===== src/rtl/id_ex_register_if.sv =====
// ID/EX stage bundle: ID-side fields flow into the pipeline register,
// EX-side fields are its registered copies.
interface id_ex_register_if;
   logic        valid_id;
   logic        reg_write_id;
   logic        mem_to_reg_id;
   logic        mem_read_id;
   logic        mem_write_id;
   logic        branch_id;
   logic        alu_src_id;
   logic        reg_dst_id;
   logic [1:0]  alu_op_id;
   logic [5:0]  funct_id;
   logic [31:0] pc_plus4_id;
   logic [31:0] rd1_id;
   logic [31:0] rd2_id;
   logic [31:0] imm_id;
   logic [4:0]  rs_id;
   logic [4:0]  rt_id;
   logic [4:0]  rd_id;

   logic        valid_ex;
   logic        reg_write_ex;
   logic        mem_to_reg_ex;
   logic        mem_read_ex;
   logic        mem_write_ex;
   logic        branch_ex;
   logic        alu_src_ex;
   logic        reg_dst_ex;
   logic [1:0]  alu_op_ex;
   logic [5:0]  funct_ex;
   logic [31:0] pc_plus4_ex;
   logic [31:0] rd1_ex;
   logic [31:0] rd2_ex;
   logic [31:0] imm_ex;
   logic [4:0]  rs_ex;
   logic [4:0]  rt_ex;
   logic [4:0]  rd_ex;

   // Driven by the decode stage, observes the EX-side copies.
   modport master (
      output valid_id, reg_write_id, mem_to_reg_id, mem_read_id, mem_write_id,
             branch_id, alu_src_id, reg_dst_id, alu_op_id, funct_id,
             pc_plus4_id, rd1_id, rd2_id, imm_id, rs_id, rt_id, rd_id,
      input  valid_ex, reg_write_ex, mem_to_reg_ex, mem_read_ex, mem_write_ex,
             branch_ex, alu_src_ex, reg_dst_ex, alu_op_ex, funct_ex,
             pc_plus4_ex, rd1_ex, rd2_ex, imm_ex, rs_ex, rt_ex, rd_ex
   );

   // The pipeline register itself.
   modport slave (
      input  valid_id, reg_write_id, mem_to_reg_id, mem_read_id, mem_write_id,
             branch_id, alu_src_id, reg_dst_id, alu_op_id, funct_id,
             pc_plus4_id, rd1_id, rd2_id, imm_id, rs_id, rt_id, rd_id,
      output valid_ex, reg_write_ex, mem_to_reg_ex, mem_read_ex, mem_write_ex,
             branch_ex, alu_src_ex, reg_dst_ex, alu_op_ex, funct_ex,
             pc_plus4_ex, rd1_ex, rd2_ex, imm_ex, rs_ex, rt_ex, rd_ex
   );
endinterface


===== src/rtl/id_ex_register.sv =====
// ID/EX pipeline register with hazard-unit stall/flush and a saturating
// count of inserted bubbles.
module id_ex_register #(
   parameter int CNT_W = 32
) (
   input  logic             clk,
   input  logic             reset,
   input  logic             stall,
   input  logic             flush,
   id_ex_register_if.slave  bus,
   output logic [CNT_W-1:0] bubble_count
);

   typedef struct packed {
      logic        valid;
      logic        reg_write;
      logic        mem_to_reg;
      logic        mem_read;
      logic        mem_write;
      logic        branch;
      logic        alu_src;
      logic        reg_dst;
      logic [1:0]  alu_op;
      logic [5:0]  funct;
      logic [31:0] pc_plus4;
      logic [31:0] rd1;
      logic [31:0] rd2;
      logic [31:0] imm;
      logic [4:0]  rs;
      logic [4:0]  rt;
      logic [4:0]  rd;
   } stage_t;

   stage_t           id_fields;
   stage_t           ex_q;
   logic [CNT_W-1:0] count_q;
   logic             count_full;

   assign id_fields = {bus.valid_id, bus.reg_write_id, bus.mem_to_reg_id,
                       bus.mem_read_id, bus.mem_write_id, bus.branch_id,
                       bus.alu_src_id, bus.reg_dst_id, bus.alu_op_id,
                       bus.funct_id, bus.pc_plus4_id, bus.rd1_id, bus.rd2_id,
                       bus.imm_id, bus.rs_id, bus.rt_id, bus.rd_id};

   assign count_full = (count_q == {CNT_W{1'b1}});

   // Control semantics: reset beats flush, flush beats stall, stall beats load.
   // A flushed slot is fully zeroed, so the bubble is an invalid add with no writes.
   always_ff @(posedge clk) begin
      if (reset) begin
         ex_q    <= '0;
         count_q <= '0;
      end else if (flush) begin
         ex_q <= '0;
         if (!count_full) begin
            count_q <= count_q + 1'b1;
         end
      end else if (!stall) begin
         ex_q <= id_fields;
      end
   end

   assign bus.valid_ex      = ex_q.valid;
   assign bus.reg_write_ex  = ex_q.reg_write;
   assign bus.mem_to_reg_ex = ex_q.mem_to_reg;
   assign bus.mem_read_ex   = ex_q.mem_read;
   assign bus.mem_write_ex  = ex_q.mem_write;
   assign bus.branch_ex     = ex_q.branch;
   assign bus.alu_src_ex    = ex_q.alu_src;
   assign bus.reg_dst_ex    = ex_q.reg_dst;
   assign bus.alu_op_ex     = ex_q.alu_op;
   assign bus.funct_ex      = ex_q.funct;
   assign bus.pc_plus4_ex   = ex_q.pc_plus4;
   assign bus.rd1_ex        = ex_q.rd1;
   assign bus.rd2_ex        = ex_q.rd2;
   assign bus.imm_ex        = ex_q.imm;
   assign bus.rs_ex         = ex_q.rs;
   assign bus.rt_ex         = ex_q.rt;
   assign bus.rd_ex         = ex_q.rd;
   assign bubble_count      = count_q;

endmodule


===== src/flat_wrapper.sv =====
// flat-port wrapper written by rule: the top's interface ports become plain ports
module id_ex_register_flat 
#(
   parameter int CNT_W = 32
)
  (clk, reset, stall, flush, bubble_count, bus_valid_id, bus_reg_write_id, bus_mem_to_reg_id, bus_mem_read_id, bus_mem_write_id, bus_branch_id, bus_alu_src_id, bus_reg_dst_id, bus_alu_op_id, bus_funct_id, bus_pc_plus4_id, bus_rd1_id, bus_rd2_id, bus_imm_id, bus_rs_id, bus_rt_id, bus_rd_id, bus_valid_ex, bus_reg_write_ex, bus_mem_to_reg_ex, bus_mem_read_ex, bus_mem_write_ex, bus_branch_ex, bus_alu_src_ex, bus_reg_dst_ex, bus_alu_op_ex, bus_funct_ex, bus_pc_plus4_ex, bus_rd1_ex, bus_rd2_ex, bus_imm_ex, bus_rs_ex, bus_rt_ex, bus_rd_ex);
  id_ex_register_if bus_i ();
  input  logic clk;
  input  logic reset;
  input  logic stall;
  input  logic flush;
  output logic [CNT_W-1:0] bubble_count;
  input wire logic [$bits(bus_i.valid_id)-1:0] bus_valid_id;
  input wire logic [$bits(bus_i.reg_write_id)-1:0] bus_reg_write_id;
  input wire logic [$bits(bus_i.mem_to_reg_id)-1:0] bus_mem_to_reg_id;
  input wire logic [$bits(bus_i.mem_read_id)-1:0] bus_mem_read_id;
  input wire logic [$bits(bus_i.mem_write_id)-1:0] bus_mem_write_id;
  input wire logic [$bits(bus_i.branch_id)-1:0] bus_branch_id;
  input wire logic [$bits(bus_i.alu_src_id)-1:0] bus_alu_src_id;
  input wire logic [$bits(bus_i.reg_dst_id)-1:0] bus_reg_dst_id;
  input wire logic [$bits(bus_i.alu_op_id)-1:0] bus_alu_op_id;
  input wire logic [$bits(bus_i.funct_id)-1:0] bus_funct_id;
  input wire logic [$bits(bus_i.pc_plus4_id)-1:0] bus_pc_plus4_id;
  input wire logic [$bits(bus_i.rd1_id)-1:0] bus_rd1_id;
  input wire logic [$bits(bus_i.rd2_id)-1:0] bus_rd2_id;
  input wire logic [$bits(bus_i.imm_id)-1:0] bus_imm_id;
  input wire logic [$bits(bus_i.rs_id)-1:0] bus_rs_id;
  input wire logic [$bits(bus_i.rt_id)-1:0] bus_rt_id;
  input wire logic [$bits(bus_i.rd_id)-1:0] bus_rd_id;
  output wire logic [$bits(bus_i.valid_ex)-1:0] bus_valid_ex;
  output wire logic [$bits(bus_i.reg_write_ex)-1:0] bus_reg_write_ex;
  output wire logic [$bits(bus_i.mem_to_reg_ex)-1:0] bus_mem_to_reg_ex;
  output wire logic [$bits(bus_i.mem_read_ex)-1:0] bus_mem_read_ex;
  output wire logic [$bits(bus_i.mem_write_ex)-1:0] bus_mem_write_ex;
  output wire logic [$bits(bus_i.branch_ex)-1:0] bus_branch_ex;
  output wire logic [$bits(bus_i.alu_src_ex)-1:0] bus_alu_src_ex;
  output wire logic [$bits(bus_i.reg_dst_ex)-1:0] bus_reg_dst_ex;
  output wire logic [$bits(bus_i.alu_op_ex)-1:0] bus_alu_op_ex;
  output wire logic [$bits(bus_i.funct_ex)-1:0] bus_funct_ex;
  output wire logic [$bits(bus_i.pc_plus4_ex)-1:0] bus_pc_plus4_ex;
  output wire logic [$bits(bus_i.rd1_ex)-1:0] bus_rd1_ex;
  output wire logic [$bits(bus_i.rd2_ex)-1:0] bus_rd2_ex;
  output wire logic [$bits(bus_i.imm_ex)-1:0] bus_imm_ex;
  output wire logic [$bits(bus_i.rs_ex)-1:0] bus_rs_ex;
  output wire logic [$bits(bus_i.rt_ex)-1:0] bus_rt_ex;
  output wire logic [$bits(bus_i.rd_ex)-1:0] bus_rd_ex;
  assign bus_i.valid_id = bus_valid_id;
  assign bus_i.reg_write_id = bus_reg_write_id;
  assign bus_i.mem_to_reg_id = bus_mem_to_reg_id;
  assign bus_i.mem_read_id = bus_mem_read_id;
  assign bus_i.mem_write_id = bus_mem_write_id;
  assign bus_i.branch_id = bus_branch_id;
  assign bus_i.alu_src_id = bus_alu_src_id;
  assign bus_i.reg_dst_id = bus_reg_dst_id;
  assign bus_i.alu_op_id = bus_alu_op_id;
  assign bus_i.funct_id = bus_funct_id;
  assign bus_i.pc_plus4_id = bus_pc_plus4_id;
  assign bus_i.rd1_id = bus_rd1_id;
  assign bus_i.rd2_id = bus_rd2_id;
  assign bus_i.imm_id = bus_imm_id;
  assign bus_i.rs_id = bus_rs_id;
  assign bus_i.rt_id = bus_rt_id;
  assign bus_i.rd_id = bus_rd_id;
  assign bus_valid_ex = bus_i.valid_ex;
  assign bus_reg_write_ex = bus_i.reg_write_ex;
  assign bus_mem_to_reg_ex = bus_i.mem_to_reg_ex;
  assign bus_mem_read_ex = bus_i.mem_read_ex;
  assign bus_mem_write_ex = bus_i.mem_write_ex;
  assign bus_branch_ex = bus_i.branch_ex;
  assign bus_alu_src_ex = bus_i.alu_src_ex;
  assign bus_reg_dst_ex = bus_i.reg_dst_ex;
  assign bus_alu_op_ex = bus_i.alu_op_ex;
  assign bus_funct_ex = bus_i.funct_ex;
  assign bus_pc_plus4_ex = bus_i.pc_plus4_ex;
  assign bus_rd1_ex = bus_i.rd1_ex;
  assign bus_rd2_ex = bus_i.rd2_ex;
  assign bus_imm_ex = bus_i.imm_ex;
  assign bus_rs_ex = bus_i.rs_ex;
  assign bus_rt_ex = bus_i.rt_ex;
  assign bus_rd_ex = bus_i.rd_ex;
  id_ex_register #(.CNT_W(CNT_W)) u_core (.clk(clk), .reset(reset), .stall(stall), .flush(flush), .bus(bus_i), .bubble_count(bubble_count));
endmodule

===== config.mk =====
export PLATFORM = sky130hd
export DESIGN_NAME = id_ex_register_flat
export DESIGN_NICKNAME = d
export VERILOG_FILES = /design/src/rtl/id_ex_register_if.sv /design/src/rtl/id_ex_register.sv /design/src/flat_wrapper.sv
export SDC_FILE = /design/constraint.sdc
export NUM_CORES = 1
export LEC_CHECK = 0
export ABC_AREA = 1
export BUFFER_PORTS_ARGS = -buffer_cell sky130_fd_sc_hd__clkbuf_2
export CAP_MARGIN = 20
export CORE_MARGIN = 5
export CORE_UTILIZATION = 45
export DETAILED_ROUTE_END_ITERATION = 10
export PLACE_DENSITY = 0.78
export SYNTH_ARGS = -nofsm -noshare
export SYNTH_HDL_FRONTEND = slang
export SYNTH_SLANG_ARGS = --single-unit

===== constraint.sdc =====
create_clock -name clk -period 2.2 [get_ports clk]
set_clock_uncertainty 0.2 [all_clocks]
set_input_delay 0.44 -clock clk [delete_from_list [all_inputs] [get_ports clk]]
set_output_delay 0.44 -clock clk [all_outputs]
set_load 0.1 [all_outputs]

==> results.sh <==
export IMPL_setup_tns_ps=0
export IMPL_synth_net_count=1172
export IMPL_num_rows=46
export IMPL_clock_latency_ps=430
export IMPL_io_pins=354
export IMPL_fin_nets=1499
export IMPL_grt_pass1_vias=7239
export IMPL_reg2reg_depth=8
export IMPL_setup_violations=0
export IMPL_hold_buffers=0
export IMPL_cp_slowest_cell="clkbuf_2"
export IMPL_arrival_ps=1420
export IMPL_worstPathRequired_ps=1560
export IMPL_first_pass_iters=5
export IMPL_cap_violations=0
export IMPL_clock_sinks=191
export IMPL_grt_max_degree=160
export IMPL_fmax_mhz=485
export IMPL_timing_critical_path_buf_inv=1
export IMPL_gp_congestion=0.925
export IMPL_ctsResizeCount=0
export IMPL_rsz0062_at_grt="false"
export IMPL_synthTopCellsByArea="dfxtp_1 (52%), nand2_1 (20%), a21oi_1 (12%)"
export IMPL_syn_avg_cell_area_um2=7.34
export IMPL_dpl_hpwl_um=18500
export IMPL_power_density_nw_per_um2=790
export IMPL_cts_path_max_buffers=2
export IMPL_combPwrFrac_pct=16.3
export IMPL_synthesis_area_um2=7400
export IMPL_status="complete, no violations"
export IMPL_start_util_pct=46.3
export IMPL_fp_dieH_um=138
export IMPL_grt_overflow=0
export IMPL_final_common_cell="nand2_1"
export IMPL_drc_errors=0
export IMPL_hold_path_class="in2reg"
export IMPL_grt_total_usage_pct=24.6
export IMPL_die_x_um=138
export IMPL_area_growth_pct=34.8
export IMPL_p_leak_nw=4.58
export IMPL_path_max_fanout=6
export IMPL_crit_chain="clkbuf_2"
export IMPL_drt_wl_total_um=24600
export IMPL_peakVddDrop_mv=0.487
export IMPL_tightest_slew_ps=683
export IMPL_grt_pass1_wl_um=38600
export IMPL_critical_path_cell_count=1
export IMPL_h_tree_depth=4
export IMPL_hold_ws_ps=29.1
export IMPL_cts_root_buf="clkbuf_16"
export IMPL_numPortBuffers=353
export IMPL_worstSetupPathType="reg2out"
export IMPL_cts_tree="done"
export IMPL_yosys_area_top_type="dfxtp_1"
export IMPL_cts_made_buffers=17
export IMPL_start_kind="flop"
export IMPL_fin_crit_ps=2060
export IMPL_finalCritPeriodShare_pct=93.8
export IMPL_intPower_mw=5.33
export IMPL_path_clk_slew_ps=80
export IMPL_worstHoldPathCells=3
export IMPL_dr_total_vias=7737
export IMPL_syn_inst=1008
export IMPL_pwr_share_clk_pct=38.1
export IMPL_switching_power_mw=2.55
export IMPL_drive_above_1_share_pct=34.1
export IMPL_cpPeakStageDelay_ps=510
export IMPL_p_sw_share_pct=32.4
export IMPL_fin_util_pct=62.4
export IMPL_end_kind="output port"
export IMPL_finalHoldViolCount=0
export IMPL_slew_headroom_pct=54.5
export IMPL_mostFrequentLayoutCells="nand2_1 (394), clkbuf_2 (352), a21oi_1 (182)"
export IMPL_viasPerCell=4.95
export IMPL_ys_seq_area_share_pct=51.7
export IMPL_synth_top_area_share_pct=51.7
export IMPL_seqPwrFrac_pct=45.7
export IMPL_synth_cell_types=29
export IMPL_critical_path_top_delay_family="buffers and inverters"
export IMPL_drtAntennaViolNets=0
export IMPL_post_cts_buffers=0
export IMPL_design_core_area_um2=16000
export IMPL_dieArea_um2=19100
export IMPL_drv_slew=0
export IMPL_ys_ff_latch=191
export IMPL_num_antenna_cells=0
export IMPL_antenna_found_initial=0
export IMPL_drt_iter0_drc=475
export IMPL_routedWlPerCell_um=15.7
export IMPL_total_power_mw=7.88
export IMPL_yosys_warnings=0
[layer usage]
layer | part of all wire (%) | global-route usage [%] | routed length, µm | vias up
li1 | - | - | - | 3878
met1 | 40 | 29.2 | 9880 | 3487
met2 | 49 | 41.5 | 12000 | 329
met3 | 8.3 | 7.28 | 2030 | 43
met4 | 3.1 | 10.6 | 752 | 0
met5 | 0 | 0 | 0 | -
[power groups by stage]
stage / clock network (mW) / registers (mW) / logic, mW
3_3_place_gp: 0 / 3.68 / 1.28
4_1_cts: 3.05 / 3.60 / 1.29
5_1_grt: 3.20 / 3.61 / 1.35
2_1_floorplan: 0 / 4.35 / 0.270
6_report: 3.00 / 3.60 / 1.28
3_5_place_dp: 0 / 3.68 / 1.28
[state kept, by name (all words and copies together), names as in the netlist, 2 cells and up]
name	flops
u_core.bubble_count	32
u_core.bus.alu_op_ex	2
u_core.bus.funct_ex	6
u_core.bus.imm_ex	32
u_core.bus.pc_plus4_ex	32
u_core.bus.rd1_ex	32
u_core.bus.rd2_ex	32
u_core.bus.rd_ex	5
u_core.bus.rs_ex	5
u_core.bus.rt_ex	5
[logic make-up (layout without fill, tap and decap cells)]
family                   count (synthesis)  count (layout)  synth area share (%)
XOR/XNOR                                 2               2                 0.237
AND/OR/NAND/NOR                        535             535                  29.7
AO/OA/AOI/OAI                          188             188                  12.8
flip-flops                             191             191                  51.7
buffers and inverters                   91             431                  5.38
adder cells (fa/ha/maj)                  1               1                 0.169
[cell usage after synthesis]
| cell | count |
|---|---|
| nor3_2 | 2 |
| buf_2 | 21 |
| a31oi_1 | 3 |
| clkbuf_1 | 33 |
| nor3b_1 | 1 |
| o21ai_1 | 1 |
| a21oi_1 | 182 |
| nand3_2 | 8 |
| inv_1 | 28 |
| nand2_1 | 395 |
| ha_1 | 1 |
| buf_6 | 3 |
| xor2_1 | 1 |
| a21oi_2 | 1 |
| nor3_1 | 1 |
| buf_1 | 3 |
| nor2_4 | 1 |
| dfxtp_1 | 191 |
| clkinv_1 | 1 |
| nand4_1 | 9 |
| nand2_4 | 1 |
| o21ai_0 | 1 |
| nor2_1 | 71 |
| xnor2_1 | 1 |
| buf_4 | 2 |
| nor2_2 | 8 |
| nand3_1 | 32 |
| nand3b_4 | 1 |
| nand2_2 | 5 |
[layout make-up]
type | instances | area, µm²
fillers | 1454 | 6020
flip-flops and latches | 191 | 3860
multi-input cells | 726 | 3190
repair buffers | 370 | 1970
clock buffers | 17 | 425
well taps | 216 | 270
clock inverters | 15 | 151
inverters | 29 | 111
[through the flow]
step	setup slack, ps	cell area (µm²)	std cells
after detailed placement	266	9400	1532
after global routing	45.7	9980	1564
final	137	9980	1564
after CTS	142	9980	1564
after global placement	328	9400	1532
after floorplan	20.7	7440	1008
[path summary, 6_finish.rpt]
check,start,end,slack [ps]
setup / recovery,u_core.bubble_count[28],bubble_count[28],140
hold / removal,bus_imm_id[18],u_core.bus.imm_ex[18],30
setup reg to reg,u_core.bubble_count[0],u_core.bubble_count[11],230
hold reg to reg,u_core.bus.rd1_ex[30],u_core.bus.rd1_ex[30],260
Note: power is estimated with default switching activity, not from simulation.
